[config.mk]
export PLATFORM = sky130hd
export DESIGN_NAME = phy_mdio_init
export DESIGN_NICKNAME = d
export VERILOG_FILES = /design/src/rtl/phy_mdio_init.sv
export SDC_FILE = /design/constraint.sdc
export NUM_CORES = 1
export LEC_CHECK = 0
export ABC_AREA = 1
export CORE_ASPECT_RATIO = 1.5
export CORE_MARGIN = 4
export CORE_UTILIZATION = 60
export DETAILED_ROUTE_END_ITERATION = 16
export DONT_BUFFER_PORTS = 1
export GPL_TIMING_DRIVEN = 0
export PLACE_DENSITY = 0.84
export SLEW_MARGIN = 20
export SYNTH_ARGS = -nofsm -noshare
export SYNTH_HDL_FRONTEND = slang
export SYNTH_SLANG_ARGS = --single-unit
export TNS_END_PERCENT = 20
[constraint.sdc]
create_clock -name clock -period 2.5 [get_ports clock]
set_input_delay 0.125 -clock clock [delete_from_list [all_inputs] [get_ports clock]]
set_output_delay 0.125 -clock clock [all_outputs]
set_load 0.01 [all_outputs]
[src/rtl/phy_mdio_init.sv]
// PHY power-up sequencer: holds the PHY in hardware reset, waits for it to settle,
// then issues a fixed table of Clause-22 MDIO writes before flagging init done.
module phy_mdio_init #(
    parameter int unsigned CLK_DIV    = 25,
    parameter int unsigned RESET_HOLD = 1250000,
    parameter int unsigned RESET_WAIT = 2500000,
    parameter logic [4:0]  PHY_ADDR   = 5'd0,
    parameter int unsigned NUM_WRITES = 2,
    parameter logic [4:0]  INIT_REG0  = 5'd0,
    parameter logic [15:0] INIT_DATA0 = 16'h1140,
    parameter logic [4:0]  INIT_REG1  = 5'd4,
    parameter logic [15:0] INIT_DATA1 = 16'h01E1
) (
    input  logic clock,
    input  logic reset,
    input  logic restart,
    output logic phy_resetn,
    output logic mdio_scl,
    output logic mdio_sda,
    output logic phy_init_done,
    output logic busy
);

    localparam int unsigned PERIOD  = 2 * CLK_DIV;
    localparam int unsigned MAX_HW  = (RESET_HOLD > RESET_WAIT) ? RESET_HOLD : RESET_WAIT;
    localparam int unsigned MAX_CNT = (MAX_HW > PERIOD) ? MAX_HW : PERIOD;
    localparam int unsigned CW      = $clog2(MAX_CNT);
    localparam int unsigned IW      = 2;

    // Preamble, ST=01, OP=01 (write), PHY address, register, TA=10, data
    localparam logic [63:0] FRAME0 = {32'hFFFF_FFFF, 2'b01, 2'b01, PHY_ADDR, INIT_REG0, 2'b10, INIT_DATA0};
    localparam logic [63:0] FRAME1 = {32'hFFFF_FFFF, 2'b01, 2'b01, PHY_ADDR, INIT_REG1, 2'b10, INIT_DATA1};

    typedef enum logic [2:0] {
        S_HOLD,
        S_WAIT,
        S_LOAD,
        S_SHIFT,
        S_GAP,
        S_DONE
    } state_t;

    state_t        state_q, state_n;
    logic [CW-1:0] cnt_q, cnt_n;
    logic [5:0]    bit_q, bit_n;
    logic [IW-1:0] idx_q, idx_n;
    logic [63:0]   shreg_q, shreg_n;
    logic          resetn_n, scl_n, sda_n, done_n, busy_n;

    // State, datapath and registered outputs
    always_ff @(posedge clock) begin
        if (reset) begin
            state_q       <= S_HOLD;
            cnt_q         <= '0;
            bit_q         <= '0;
            idx_q         <= '0;
            shreg_q       <= '0;
            phy_resetn    <= 1'b0;
            mdio_scl      <= 1'b0;
            mdio_sda      <= 1'b1;
            phy_init_done <= 1'b0;
            busy          <= 1'b1;
        end else begin
            state_q       <= state_n;
            cnt_q         <= cnt_n;
            bit_q         <= bit_n;
            idx_q         <= idx_n;
            shreg_q       <= shreg_n;
            phy_resetn    <= resetn_n;
            mdio_scl      <= scl_n;
            mdio_sda      <= sda_n;
            phy_init_done <= done_n;
            busy          <= busy_n;
        end
    end

    // Next state; outputs are derived from the next register values so they align with the state
    always_comb begin
        state_n = state_q;
        cnt_n   = cnt_q;
        bit_n   = bit_q;
        idx_n   = idx_q;
        shreg_n = shreg_q;

        case (state_q)
            S_HOLD: begin
                if (cnt_q == CW'(RESET_HOLD - 1)) begin
                    cnt_n   = '0;
                    state_n = S_WAIT;
                end else begin
                    cnt_n = cnt_q + CW'(1);
                end
            end
            S_WAIT: begin
                if (cnt_q == CW'(RESET_WAIT - 1)) begin
                    cnt_n   = '0;
                    state_n = (NUM_WRITES > 0) ? S_LOAD : S_DONE;
                end else begin
                    cnt_n = cnt_q + CW'(1);
                end
            end
            S_LOAD: begin
                shreg_n = (idx_q == '0) ? FRAME0 : FRAME1;
                cnt_n   = '0;
                bit_n   = '0;
                state_n = S_SHIFT;
            end
            S_SHIFT: begin
                if (cnt_q == CW'(PERIOD - 1)) begin
                    cnt_n = '0;
                    if (bit_q == 6'd63) begin
                        state_n = S_GAP;
                    end else begin
                        bit_n   = bit_q + 6'd1;
                        shreg_n = {shreg_q[62:0], 1'b1};
                    end
                end else begin
                    cnt_n = cnt_q + CW'(1);
                end
            end
            S_GAP: begin
                if (cnt_q == CW'(PERIOD - 1)) begin
                    cnt_n   = '0;
                    idx_n   = idx_q + IW'(1);
                    state_n = ((idx_q + IW'(1)) == IW'(NUM_WRITES)) ? S_DONE : S_LOAD;
                end else begin
                    cnt_n = cnt_q + CW'(1);
                end
            end
            S_DONE: begin
                if (restart) begin
                    state_n = S_HOLD;
                    cnt_n   = '0;
                    idx_n   = '0;
                end
            end
            default: begin
                state_n = S_HOLD;
                cnt_n   = '0;
                idx_n   = '0;
            end
        endcase

        resetn_n = (state_n != S_HOLD);
        scl_n    = (state_n == S_SHIFT) && (cnt_n >= CW'(CLK_DIV));
        sda_n    = (state_n == S_SHIFT) ? shreg_n[63] : 1'b1;
        done_n   = (state_n == S_DONE);
        busy_n   = (state_n != S_DONE);
    end

endmodule

* Word-level counts from Yosys, hierarchy flattened
Cells that the tools add are included.
Storage, ports and cells: memories 0, memory bits (read-only) 0, register bits after elaboration 102, latch bits 0, bits in writable memories 0, input bits 3
Operators by class: div/mod/pow operators 0, bitwise operators 2, $add $sub $neg 3, reductions and logical operators 10, multipliers 0, $lt $le $gt $ge 1, muxes and demuxes 23, equality and inequality tests 17, shifts and indexed selects 0
Operators with widths (number):
- 64-bit two-way mux | 2
- 64-bit one-hot mux with 2 select lines | 1
- 22-bit two-way mux | 4
- 22-bit one-hot mux with 4 select lines | 1
- 22-bit by 1-bit adder with 22-bit output, second input constant | 1
- 22-bit by 21-bit == test with 1-bit output, second input constant | 1
- 22-bit == test, second input constant | 1
- 22-bit by 6-bit == test with 1-bit output, second input constant | 1
- 22-bit by 5-bit >= comparator with 1-bit output, second input constant | 1
- 21-bit two-way mux | 1
- 3-bit two-way mux | 7
- 3-bit one-hot mux with 6 select lines | 1
- 6-bit two-way mux | 2
- 6-bit one-hot mux with 2 select lines | 1
- 3-bit by 2-bit == test with 1-bit output, second input constant | 3
- 3-bit == test, second input constant | 3
- 2-bit inequality test, second input constant | 4
- 6-bit by 1-bit adder with 6-bit output, second input constant | 1
- 6-bit == test, second input constant | 1
- 2-bit one-hot mux with 3 select lines | 1
- 3-bit AND reduction | 2
- 2-bit two-way mux | 2
- 2-bit OR reduction | 2
- 4-bit OR reduction | 1
- 10 further kinds | 11

* Longest topological paths before layout
word-level depth 8, depth in mapped cells 17

* Worst setup path before layout
OpenSTA, ideal clock, no wires.
path type reg-to-reg, from reg cnt_q[0], to reg mdio_scl, path slack 0.711 ns, cell stages (with the launch flop) 15, arrival 1.677 ns, cells stage by stage dfxtp_1 -> ha_1 -> nand2_1 -> nor2_1 -> nand3_1 -> nor2_1 -> nand2_1 -> nand2_1 -> nand2_1 -> a21oi_1 -> nand3_1 -> nor2_1 -> nand2_1 -> nor2_1 -> nor2_1
On the way: word-level cells in the longest chain between the ends 5
RTL lines:
- start, declared | RTL line 44 | logic [CW-1:0] cnt_q, cnt_n;
- start signal, assigned | RTL line 65 | cnt_q <= cnt_n;
- 22-bit by 1-bit adder with 22-bit output, or another cell as far along
- 22-bit two-way mux, or another cell as far along | RTL line 109, 122
- 22-bit one-hot mux with 4 select lines / 3-bit one-hot mux with 6 select lines (equally long branches) | RTL line 85 | case (state_q)
- 22-bit by 5-bit >= comparator with 1-bit output / 3-bit by 2-bit == test with 1-bit output (equally long branches) | RTL line 145 | scl_n = (state_n == S_SHIFT) && (cnt_n >= CW'(CLK_DIV));
- 1-bit logical AND * | RTL line 145
- end signal, assigned | RTL line 70 | mdio_scl <= scl_n;
- end, declared | RTL line 18 | output logic mdio_scl,
Mark *: on every way between the ends. The rest lies on a longest branch, timed or not. A chain may end at the register's enable or synchronous reset.

* Worst setup path in the final report
from reg cnt_q[12], to reg mdio_scl
Same word-level chain as after synthesis.

==> key figures <==
Status
  • Status: complete, no violations

Setup path
  • Crit Path Class: register to register
  • Critical path's largest stage delay: 0.52 ns
  • CP Buf/Inv Count: 1
  • Setup crit end kind: register
  • Startpoint type of the worst setup path: register
  • Worst path most repeated cell: nand2_1
  • CP max stage cell: dfxtp_1
  • WP data arrival: 2.66 ns
  • Required @ worst endpoint: 2.74 ns
  • Family with the most delay on the worst path: simple AND/OR/NAND/NOR gates
  • Max FO, Critical Path: 6
  • Cell Chain, Critical Path: inv_1 -> nor3_1 -> nand3_1 -> nand2_1 -> nand2_1 -> a21oi_4 -> nand3_1 -> nor2_2 -> nand2_1 -> nor2_1 -> nor2_1

Routing
  • Via count: 5281
  • Drt pass-1 iters: 6
  • Antenna Nets Post-Route: 0
  • DRC Markers: 0
  • DR vias/cell: 5.87
  • Wire length per cell: 17.4 um
  • Post-Route WL: 15.7 mm
  • Iter 0 DRT Violations: 369

Logic synthesis
  • YS warnings: 0
  • Share of the synthesized area in the top cell type: 38.6%
  • Largest cells by area after synthesis: dfxtp_1 (39%), nand2_1 (14%), nor2_1 (7.4%), inv_1 (6.5%), nand3_1 (6.2%)
  • Most used DFF post-synth: dfxtp_1
  • Mapped Area: 0.00529 mm2
  • Syn Area/Cell: 6.83 um2
  • Sequential area share after synthesis: 38.6%
  • Synth unique cells: 40
  • Post-synth top area cell: dfxtp_1
  • FF+latch count, synth: 102
  • Post-synth EDFFs: 0
  • Mapped Cells: 775
  • Ys async rst share: 0%
  • Syn nets: 783

STA
  • # setup viols final: 0
  • Final Cycle Share: 96.7%
  • Min cycle time layout: 2.42 ns
  • Slew Limit Fails: 0
  • Worst Tran Pin Value: 0.731 ns
  • Setup TNS: 0 ns
  • Fmax: 0.414 GHz
  • Max-slew headroom: 51.0%
  • Setup WS post-layout: 0.0824 ns
  • Worst hold slack: 0.188 ns
  • Clock Skew: 0.00910 ns
  • RSZ-0062 raised after global routing: false
  • Fin. Hold Viols: 0

Global routing
  • Initial antenna violation count: 0
  • First-pass GRT wire length: 24.3 mm
  • Remaining global-route overflow: 0
  • Vias in the first global route: 5067
  • Largest net degree at the start of global routing: 18
  • Total global-route track usage: 30.2%

Clocking
  • Clock Path Buffers: 2
  • CTS sink cnt: 102
  • CTS clock-pin slew for the worst setup and hold paths: 0.07 ns
  • CTS tree: built
  • CTS H-Tree Depth: 3
  • Cts bufs inserted: 9
  • Clk root buf: clkbuf_16
  • Worst-Skew Late Latency: 0.35 ns

Placed design
  • Dpl ws: -0.153 ns
  • Dpl hpwl: 11.4 mm
  • Gpl congestion: 0.977
  • Placed instance count: 882
  • IO Port Bufs: 0

Power and ir drop
  • Pwr Density: 561 mW/mm2
  • Static Leakage: 2.30 nW
  • Worst vdd ir: 466 uV

Final layout
  • Commonest non-fill, non-tap cell in the layout: nand2_1
  • Post-layout util: 68.0%
  • ANT cells: 0
  • Most frequent cells in the layout: nand2_1 (203), nor2_1 (102), dfxtp_1 (99)
  • Layout cell share with drive strength beyond 1: 11.0%
  • Area growth, synth to finish: 9.51%
  • Fin nets: 795
  • Final std cells w/o fill: 899

Die
  • I/O pin count: 8
  • Die ar.: 0.0104 mm2
  • Row cnt: 41
  • Die W: 84.7 um
  • Die height: 123 um
  • Initial core utilization: 62.1%
  • Core Footprint: 0.00852 mm2

Min path
  • Tightest Hold Check Type: input pin to register

Job
  • Maxcap violations: 0
## cell usage after synthesis, types with 5 or more instances
cell	instances
buf_4	6
nand2_1	204
a221oi_1	32
buf_6	7
nand3_1	66
buf_2	6
nand4_1	13
nor3_1	7
inv_2	9
nor2_2	9
o21ai_0	16
xor2_1	5
o21ai_1	7
ha_1	5
a21oi_1	35
inv_1	91
clkbuf_1	14
nor2_1	105
o221a_2	5
dfxtp_1	102
## sequential cells by signal, indices dropped and copies added, names as in the netlist
name           count
state_q            3
mdio_scl           1
idx_q              2
phy_resetn         1
shreg_q           64
phy_init_done      1
cnt_q             22
busy               1
mdio_sda           1
bit_q              6
## cell families after synthesis
logic type	count (synthesis)	share of synthesized area, %
XOR/XNOR	5	0.828
adder cells (fa/ha/maj)	5	1.18
flip-flops	102	38.6
buffers and inverters	134	11.1
AO/OA/AOI/OAI	110	14.0
AND/OR/NAND/NOR	419	34.3
## layout make-up
type / count / area [um2]
inverters: 101 / 379
well taps: 107 / 134
fillers: 740 / 2720
clock inverters: 5 / 65.1
flip-flops and latches: 102 / 2050
clock buffers: 11 / 233
repair buffers: 1 / 7.51
multi-input cells: 539 / 2720
plain buffers: 33 / 206
## tightest hold or removal path, delay by kind of cell
| kind | cells | cell delay [ns] |
|---|---|---|
| AND/OR/NAND/NOR | 4 | 0.32 |
| buffers and inverters | 1 | 0.05 |
## per-stage QoR
stage	cell area [um2]	total power, mW
after floorplan	5290	1.80
after global placement	5430	1.85
after detailed placement	5430	1.85
after CTS	5760	3.25
after global routing	5790	3.33
final	5790	3.25
## path summary, 6_finish.rpt
kind | slack [ns] | cells after the start | startpoint | end
worst min register to register | 0.46 | 2 | shreg_q[24]$_SDFFE_PP0P_ | shreg_q[25]$_SDFFE_PP0P_
worst min-delay path | 0.19 | 5 | restart | cnt_q[0]$_SDFF_PP0_
worst max-delay path | 0.08 | 11 | cnt_q[12]$_SDFF_PP0_ | mdio_scl$_SDFF_PP0_
worst max register to register | 0.08 | 11 | cnt_q[12]$_SDFF_PP0_ | mdio_scl$_SDFF_PP0_
## metal layers
metal / vias to the layer above / routed length, um / global-route usage (%)
li1: 2556 / - / -
met1: 2413 / 5460 / 29.3
met2: 228 / 8060 / 55.6
met3: 84 / 970 / 5.60
met4: 0 / 1180 / 23.3
met5: - / 0 / 0
## where the power goes
group	internal [mW]	total, mW	switching, mW
sequential	1.64	1.66	0.0198
combinational	0.0447	0.175	0.130
clock	0.788	1.42	0.629
## repair_timing
action	in CTS	in global routing
endpoints found under the hold margin	0	0
setup endpoints to repair	1	2
buffers inserted	0	1
hold buffers	0	0
resized for setup	6	12
Power figures use the tool's default switching activity.
